`src/rtl/if_fetch_queue.sv`:
```
`default_nettype none
// ============================================================================
// Module   : if_fetch_queue
// Purpose  : Instruction-fetch front end. It issues pipelined requests to a
//            req/gnt/rvalid instruction memory and can keep up to
//            MAX_OUTSTANDING requests in flight. Returned instructions go into
//            a DEPTH-entry in-order queue, and decode takes them over a
//            valid/ready handshake. A redirect flushes the queue and drops any
//            responses that are still in flight.
//
// Ports    : clk            - system clock
//            rst_n          - asynchronous active-low reset
//            redirect_valid - taken branch/jump redirect from EX
//            redirect_pc    - redirect target (bits [1:0] ignored)
//            imem_req       - fetch request valid
//            imem_addr      - fetch address, 4-byte aligned
//            imem_gnt       - memory accepted the request this cycle
//            imem_rvalid    - response valid (in order, >=1 cycle after gnt)
//            imem_rdata     - response instruction
//            out_valid      - queue head valid
//            out_pc         - PC of the head instruction
//            out_instr      - head instruction
//            out_ready      - decode accepts the head
//
// Options  : FETCH_BYPASS_EN - when the queue is empty, a live response is
//            presented to decode combinationally in the same cycle. If it is
//            consumed there, it never enters the queue.
//
// Revision : 1.0 - initial release
// ============================================================================
module if_fetch_queue #(
  parameter int              XLEN            = 64,
  parameter int              DEPTH           = 4,
  parameter int              MAX_OUTSTANDING = 2,
  parameter logic [XLEN-1:0] RESET_PC        = '0
) (
  input  logic            clk,
  input  logic            rst_n,
  input  logic            redirect_valid,
  input  logic [XLEN-1:0] redirect_pc,
  output logic            imem_req,
  output logic [XLEN-1:0] imem_addr,
  input  logic            imem_gnt,
  input  logic            imem_rvalid,
  input  logic [31:0]     imem_rdata,
  output logic            out_valid,
  output logic [XLEN-1:0] out_pc,
  output logic [31:0]     out_instr,
  input  logic            out_ready
);

  localparam int CW = $clog2(DEPTH + 1);
  localparam int OW = $clog2(MAX_OUTSTANDING + 1);
  localparam int AW = $clog2(DEPTH);

  localparam logic [XLEN-1:0] c_pc_step   = XLEN'(4);
  localparam logic [XLEN-1:0] c_align_msk = ~XLEN'(3);
  localparam logic [OW-1:0]   c_max_out   = OW'(MAX_OUTSTANDING);
  localparam logic [CW:0]     c_depth     = (CW + 1)'(DEPTH);
  localparam logic [OW-1:0]   c_one_o     = OW'(1);
  localparam logic [CW-1:0]   c_one_c     = CW'(1);
  localparam logic [AW-1:0]   c_one_a     = AW'(1);

  // --------------------------------------------------------------------------
  // State
  // --------------------------------------------------------------------------
  logic [XLEN-1:0] fetch_pc_q, fetch_pc_d;
  logic [XLEN-1:0] resp_pc_q,  resp_pc_d;
  logic [CW-1:0]   count_q,    count_d;
  logic [OW-1:0]   outstanding_q, outstanding_d;
  logic [OW-1:0]   discard_q,  discard_d;
  logic [AW-1:0]   rd_ptr_q,   rd_ptr_d;
  logic [AW-1:0]   wr_ptr_q,   wr_ptr_d;

  logic [XLEN-1:0] pc_mem_q    [DEPTH];
  logic [31:0]     instr_mem_q [DEPTH];

  // --------------------------------------------------------------------------
  // Combinational control
  // --------------------------------------------------------------------------
  logic [CW:0]     w_occupancy;
  logic            w_grant;
  logic            w_discarding;
  logic            w_rsp_keep;
  logic            w_bypass;
  logic            w_bypass_take;
  logic            w_push;
  logic            w_pop;
  logic            w_q_valid;
  logic [XLEN-1:0] w_redirect_pc;

  // Every request in flight has a queue slot reserved for it, so a response
  // can always be pushed.
  assign w_occupancy = {1'b0, count_q} + (CW + 1)'(outstanding_q);

  // Gating with rst_n keeps the request low while reset is held. The state is
  // cleared during reset, so without this the credit check alone would raise
  // the request.
  assign imem_req  = rst_n && !redirect_valid &&
                     (outstanding_q < c_max_out) && (w_occupancy < c_depth);
  assign imem_addr = fetch_pc_q;

  assign w_grant       = imem_req && imem_gnt;
  assign w_discarding  = (discard_q != '0);
  assign w_rsp_keep    = imem_rvalid && !w_discarding;
  assign w_redirect_pc = redirect_pc & c_align_msk;
  assign w_q_valid     = (count_q != '0);

`ifdef FETCH_BYPASS_EN
  assign w_bypass = rst_n && !w_q_valid && w_rsp_keep && !redirect_valid;
`else
  assign w_bypass = 1'b0;
`endif

  // A bypassed response that decode takes at once never occupies a slot.
  assign w_bypass_take = w_bypass && out_ready;
  assign w_push        = w_rsp_keep && !redirect_valid && !w_bypass_take;
  assign w_pop         = w_q_valid && out_ready && !redirect_valid;

  assign out_valid = w_q_valid || w_bypass;
  assign out_pc    = w_bypass ? resp_pc_q  : pc_mem_q[rd_ptr_q];
  assign out_instr = w_bypass ? imem_rdata : instr_mem_q[rd_ptr_q];

  // --------------------------------------------------------------------------
  // Next state
  // --------------------------------------------------------------------------
  always_comb begin
    fetch_pc_d    = fetch_pc_q;
    resp_pc_d     = resp_pc_q;
    count_d       = count_q;
    outstanding_d = outstanding_q;
    discard_d     = discard_q;
    rd_ptr_d      = rd_ptr_q;
    wr_ptr_d      = wr_ptr_q;

    // A response always retires one outstanding request, even when it is
    // being discarded. A grant and a response in the same cycle cancel out.
    if (w_grant && !imem_rvalid) begin
      outstanding_d = outstanding_q + c_one_o;
    end else if (!w_grant && imem_rvalid) begin
      outstanding_d = outstanding_q - c_one_o;
    end

    if (redirect_valid) begin
      fetch_pc_d = w_redirect_pc;
      resp_pc_d  = w_redirect_pc;
      count_d    = '0;
      rd_ptr_d   = '0;
      wr_ptr_d   = '0;
      // Everything still in flight is stale. Outstanding already counts
      // requests that an earlier redirect marked for discard, so repeated
      // redirects add up correctly. A response in this same cycle is dropped
      // here and needs no discard credit.
      discard_d  = imem_rvalid ? (outstanding_q - c_one_o) : outstanding_q;
    end else begin
      if (w_grant) begin
        fetch_pc_d = fetch_pc_q + c_pc_step;
      end
      if (imem_rvalid && w_discarding) begin
        discard_d = discard_q - c_one_o;
      end
      if (w_rsp_keep) begin
        resp_pc_d = resp_pc_q + c_pc_step;
      end
      if (w_push) begin
        wr_ptr_d = wr_ptr_q + c_one_a;
      end
      if (w_pop) begin
        rd_ptr_d = rd_ptr_q + c_one_a;
      end
      if (w_push && !w_pop) begin
        count_d = count_q + c_one_c;
      end else if (!w_push && w_pop) begin
        count_d = count_q - c_one_c;
      end
    end
  end

  // --------------------------------------------------------------------------
  // Registers
  // --------------------------------------------------------------------------
  always_ff @(posedge clk or negedge rst_n) begin
    if (!rst_n) begin
      fetch_pc_q    <= RESET_PC;
      resp_pc_q     <= RESET_PC;
      count_q       <= '0;
      outstanding_q <= '0;
      discard_q     <= '0;
      rd_ptr_q      <= '0;
      wr_ptr_q      <= '0;
    end else begin
      fetch_pc_q    <= fetch_pc_d;
      resp_pc_q     <= resp_pc_d;
      count_q       <= count_d;
      outstanding_q <= outstanding_d;
      discard_q     <= discard_d;
      rd_ptr_q      <= rd_ptr_d;
      wr_ptr_q      <= wr_ptr_d;
    end
  end

  // The queue storage is reset so that out_pc/out_instr read as zero after
  // reset.
  always_ff @(posedge clk or negedge rst_n) begin
    if (!rst_n) begin
      for (int i = 0; i < DEPTH; i++) begin
        pc_mem_q[i]    <= '0;
        instr_mem_q[i] <= '0;
      end
    end else if (w_push) begin
      pc_mem_q[wr_ptr_q]    <= resp_pc_q;
      instr_mem_q[wr_ptr_q] <= imem_rdata;
    end
  end

endmodule
`default_nettype wire
```
`config.mk`:
```
export PLATFORM = sky130hd
export DESIGN_NAME = if_fetch_queue
export DESIGN_NICKNAME = d
export VERILOG_FILES = /design/src/rtl/if_fetch_queue.sv
export SDC_FILE = /design/constraint.sdc
export NUM_CORES = 1
export LEC_CHECK = 0
export BUFFER_PORTS_ARGS = -buffer_cell sky130_fd_sc_hd__buf_2
export CORE_ASPECT_RATIO = 2
export CORE_MARGIN = 3
export CORE_UTILIZATION = 59
export CTS_CLUSTER_SIZE = 10
export DETAILED_ROUTE_END_ITERATION = 12
export GPL_ROUTABILITY_DRIVEN = 1
export PLACE_DENSITY_LB_ADDON = 0.1
export SYNTH_ARGS = -nofsm -noshare
export SYNTH_HDL_FRONTEND = slang
export SYNTH_SLANG_ARGS = --single-unit
```
`constraint.sdc`:
```
create_clock -name clk -period 2.75 [get_ports clk]
set_input_delay 0.1375 -clock clk [delete_from_list [all_inputs] [get_ports clk]]
set_output_delay 0.1375 -clock clk [all_outputs]
set_load 0.02 [all_outputs]
```
==> metrics <==
status completed; vias in the first global route 18300; Routed WL 66300 um; number of routed nets with antenna violations 0; clock tree buffer depth 3; crit end category register; reg2reg start resp_pc_q[37]; part of the Yosys area used for sequential elements 0.522; Ports 264; Distinct cells, synth 61; RSZ-0062 raised after global routing false; fin nets 2328; Worst Path Arrival 3.12 ns; Root Driver clkbuf_16; Syn Inst Count 1888; layout cells sized above 1 0.401; Setup TNS 0 ns; hpwl dp 45400 um; Worst slew margin 0.324; YS warnings 0; CP endpoint resp_pc_q[60]; Peak VDD IR 0.000632 V; critical path class reg -> reg; pwr dens 876 nW/um^2; Core Area 41000 sq um; reg2reg end resp_pc_q[60]; CTS tree done; Die X 150 um; final worst-path cycle share 0.950; WL/cell 24.1 um; std cell rows 105; final non-filler cell total 2757; Final Max Slew Viols 0; FF-to-FF path depth 5; Final setup viols 0; first-pass GRT wire length 102000 um; Hold Crit Start redirect_pc[21]; worst slew pin tran 1.01 ns; grt ovf 0; Fin. Hold Viols 0; Synth Flop Type dfrtp_1; skew final 0.0264 ns; synthesized area 24500 sq um; CP startpoint resp_pc_q[37]; Port Buffer Count 257; syn avg cell area 13.0 sq um; routability cong. 0.935; routed vias/inst 6.26; final hold slack 0.0507 ns; initial antenna violation count 3; Inst Count DP 2599; Die ar. 44100 sq um; Tmin final 2.61 ns; Starting Density 0.597; Worst-path clk slew 0.06 ns; Setup crit start kind register; routed via count 17300; P_leak 13.3 nW; synth-to-layout area growth 18.4%; initial drt markers 1046; DRC violations left 0; reg2reg setup slack 0.14 ns; Max Freq 383 MHz; CTS sink count 511; latest clock arrival within the worst-skew pair 0.61 ns; H-tree levels 2; Placed Area 26600 sq um; total CTS buffers 57; largest net degree at the start of global routing 194; GRT Util Overall 0.300; Post-synth EDFFs 0; First-pass DRT Iterations 5; Yosys reg bits 511; Die Ht 294 um; required time of the critical path 3.26 ns; critical path peak fanout 13; asr flop ratio synth 1.00; class of the worst hold path in -> reg; post-route cell area 29000 sq um; MaxCap Viol Count 0
cells by family (layout without fill, tap and decap cells):
kind of cell | count (synthesis) | in the layout | synth area share
mux | 495 | 495 | 0.270
fa+ha+maj | 10 | 10 | 0.00542
other cells | 1 | 5 | 0.000153
flops | 511 | 511 | 0.522
buf+inv | 169 | 499 | 0.0289
compound gates | 168 | 168 | 0.0451
xor+xnor | 61 | 61 | 0.0218
simple gates | 473 | 473 | 0.106
power by group:
| part | internal (mW) | switching [mW] | leakage, nW | total (mW) |
|---|---|---|---|---|
| combinational | 4.08 | 4.35 | 5.98 | 8.43 |
| sequential | 9.19 | 1.23 | 6.61 | 10.4 |
| clock | 3.67 | 2.87 | 0.736 | 6.55 |
layer usage:
metal  vias up  routed length (um)  GRT usage
li1       7631                   -          -
met1      8836               23500      0.341
met2       599               34900      0.532
met3       195                3530     0.0504
met4         2                4400      0.167
met5         -                   7          0
placed cells by master (no fill, tap or decap), types with 23 or more instances in the layout:
| master | instances |
|---|---|
| or3_1 | 25 |
| nand3_1 | 68 |
| inv_1 | 26 |
| mux2_2 | 389 |
| a31oi_1 | 26 |
| mux4_2 | 94 |
| xnor2_1 | 40 |
| o21ai_0 | 55 |
| nor2_1 | 63 |
| dfrtp_1 | 509 |
| nand4_1 | 59 |
| clkbuf_16 | 57 |
| buf_2 | 255 |
| nor3_1 | 23 |
| buf_4 | 41 |
| nand2_1 | 112 |
| dlygate4sd3_1 | 93 |
synth_stat cells, types with 8 or more instances:
master,number,area [sq um]
and2_1,10,62.6
mux4_2,94,2120
nor2_1,64,240
nand3_1,68,340
nand2b_1,9,56.3
nand4_1,59,369
o31ai_1,11,82.6
o211ai_1,15,113
clkbuf_2,10,50.1
xor2_1,21,184
and4_1,11,96.3
nand2_1,116,435
o311ai_0,8,70.1
ha_1,9,113
a31oi_1,26,163
dfrtp_1,511,12800
a21oi_1,10,50.1
nor3_1,24,120
or4_1,13,97.6
nor4_1,22,138
inv_1,27,101
clkbuf_1,64,240
buf_1,34,128
and3_1,17,106
o21ai_0,55,275
mux2i_1,12,120
or3_1,25,156
buf_2,28,140
mux2_2,389,4380
xnor2_1,40,350
worst max-delay path: stages (launching register included):
cell	delay, ns
dfrtp_1	0.58
nand4_1	0.25
nor3_1	0.54
nand4_2	0.44
or4_1	0.54
a31oi_1	0.18
what timing repair did:
item | CTS | global route
resized for setup | 0 | 1
hold buffers | 93 | 0
endpoints found under the setup margin | 0 | 13
endpoints found under the hold margin | 387 | 0
setup buffers | 0 | 0
flip-flops by register name, summed over array words and instances (netlist names):
signal / cells
count_q: 3
discard_q: 2
imem_addr: 62
instr_mem_q: 128
outstanding_q: 2
pc_mem_q: 248
rd_ptr_q: 2
resp_pc_q: 62
wr_ptr_q: 2
through the flow:
stage	setup slack (ns)	utilization	power, mW
floorplan	0.401	-	16.0
global route	0.0235	0.708	26.6
CTS	0.0337	0.708	25.7
global placement	0.169	0.648	18.6
detailed placement	0.0616	0.648	19.0
finish	0.137	0.708	25.4
cell type report:
class / count / area [sq um]
Antenna cell: 1 / 2.50
Clock buffer: 60 / 1440
Clock inverter: 4 / 67.6
Fill cell: 2952 / 12000
Inverter: 27 / 103
Multi-Input combinational cell: 1211 / 11000
Sequential cell: 511 / 12800
Tap cell: 535 / 669
Timing Repair Buffer: 408 / 2890
worst min path at each step:
stage                             endpoint  slack (ns)  depth (start not counted)
after detailed placement        count_q[1]        0.35                          2
final                        resp_pc_q[21]        0.05                          3
after CTS                     resp_pc_q[6]       0.006                          3
after global routing         resp_pc_q[21]        0.03                          3
after floorplan                 count_q[0]       -0.16                          0
after global placement    outstanding_q[1]        0.34                          2
(Power assumes the default switching activity.)
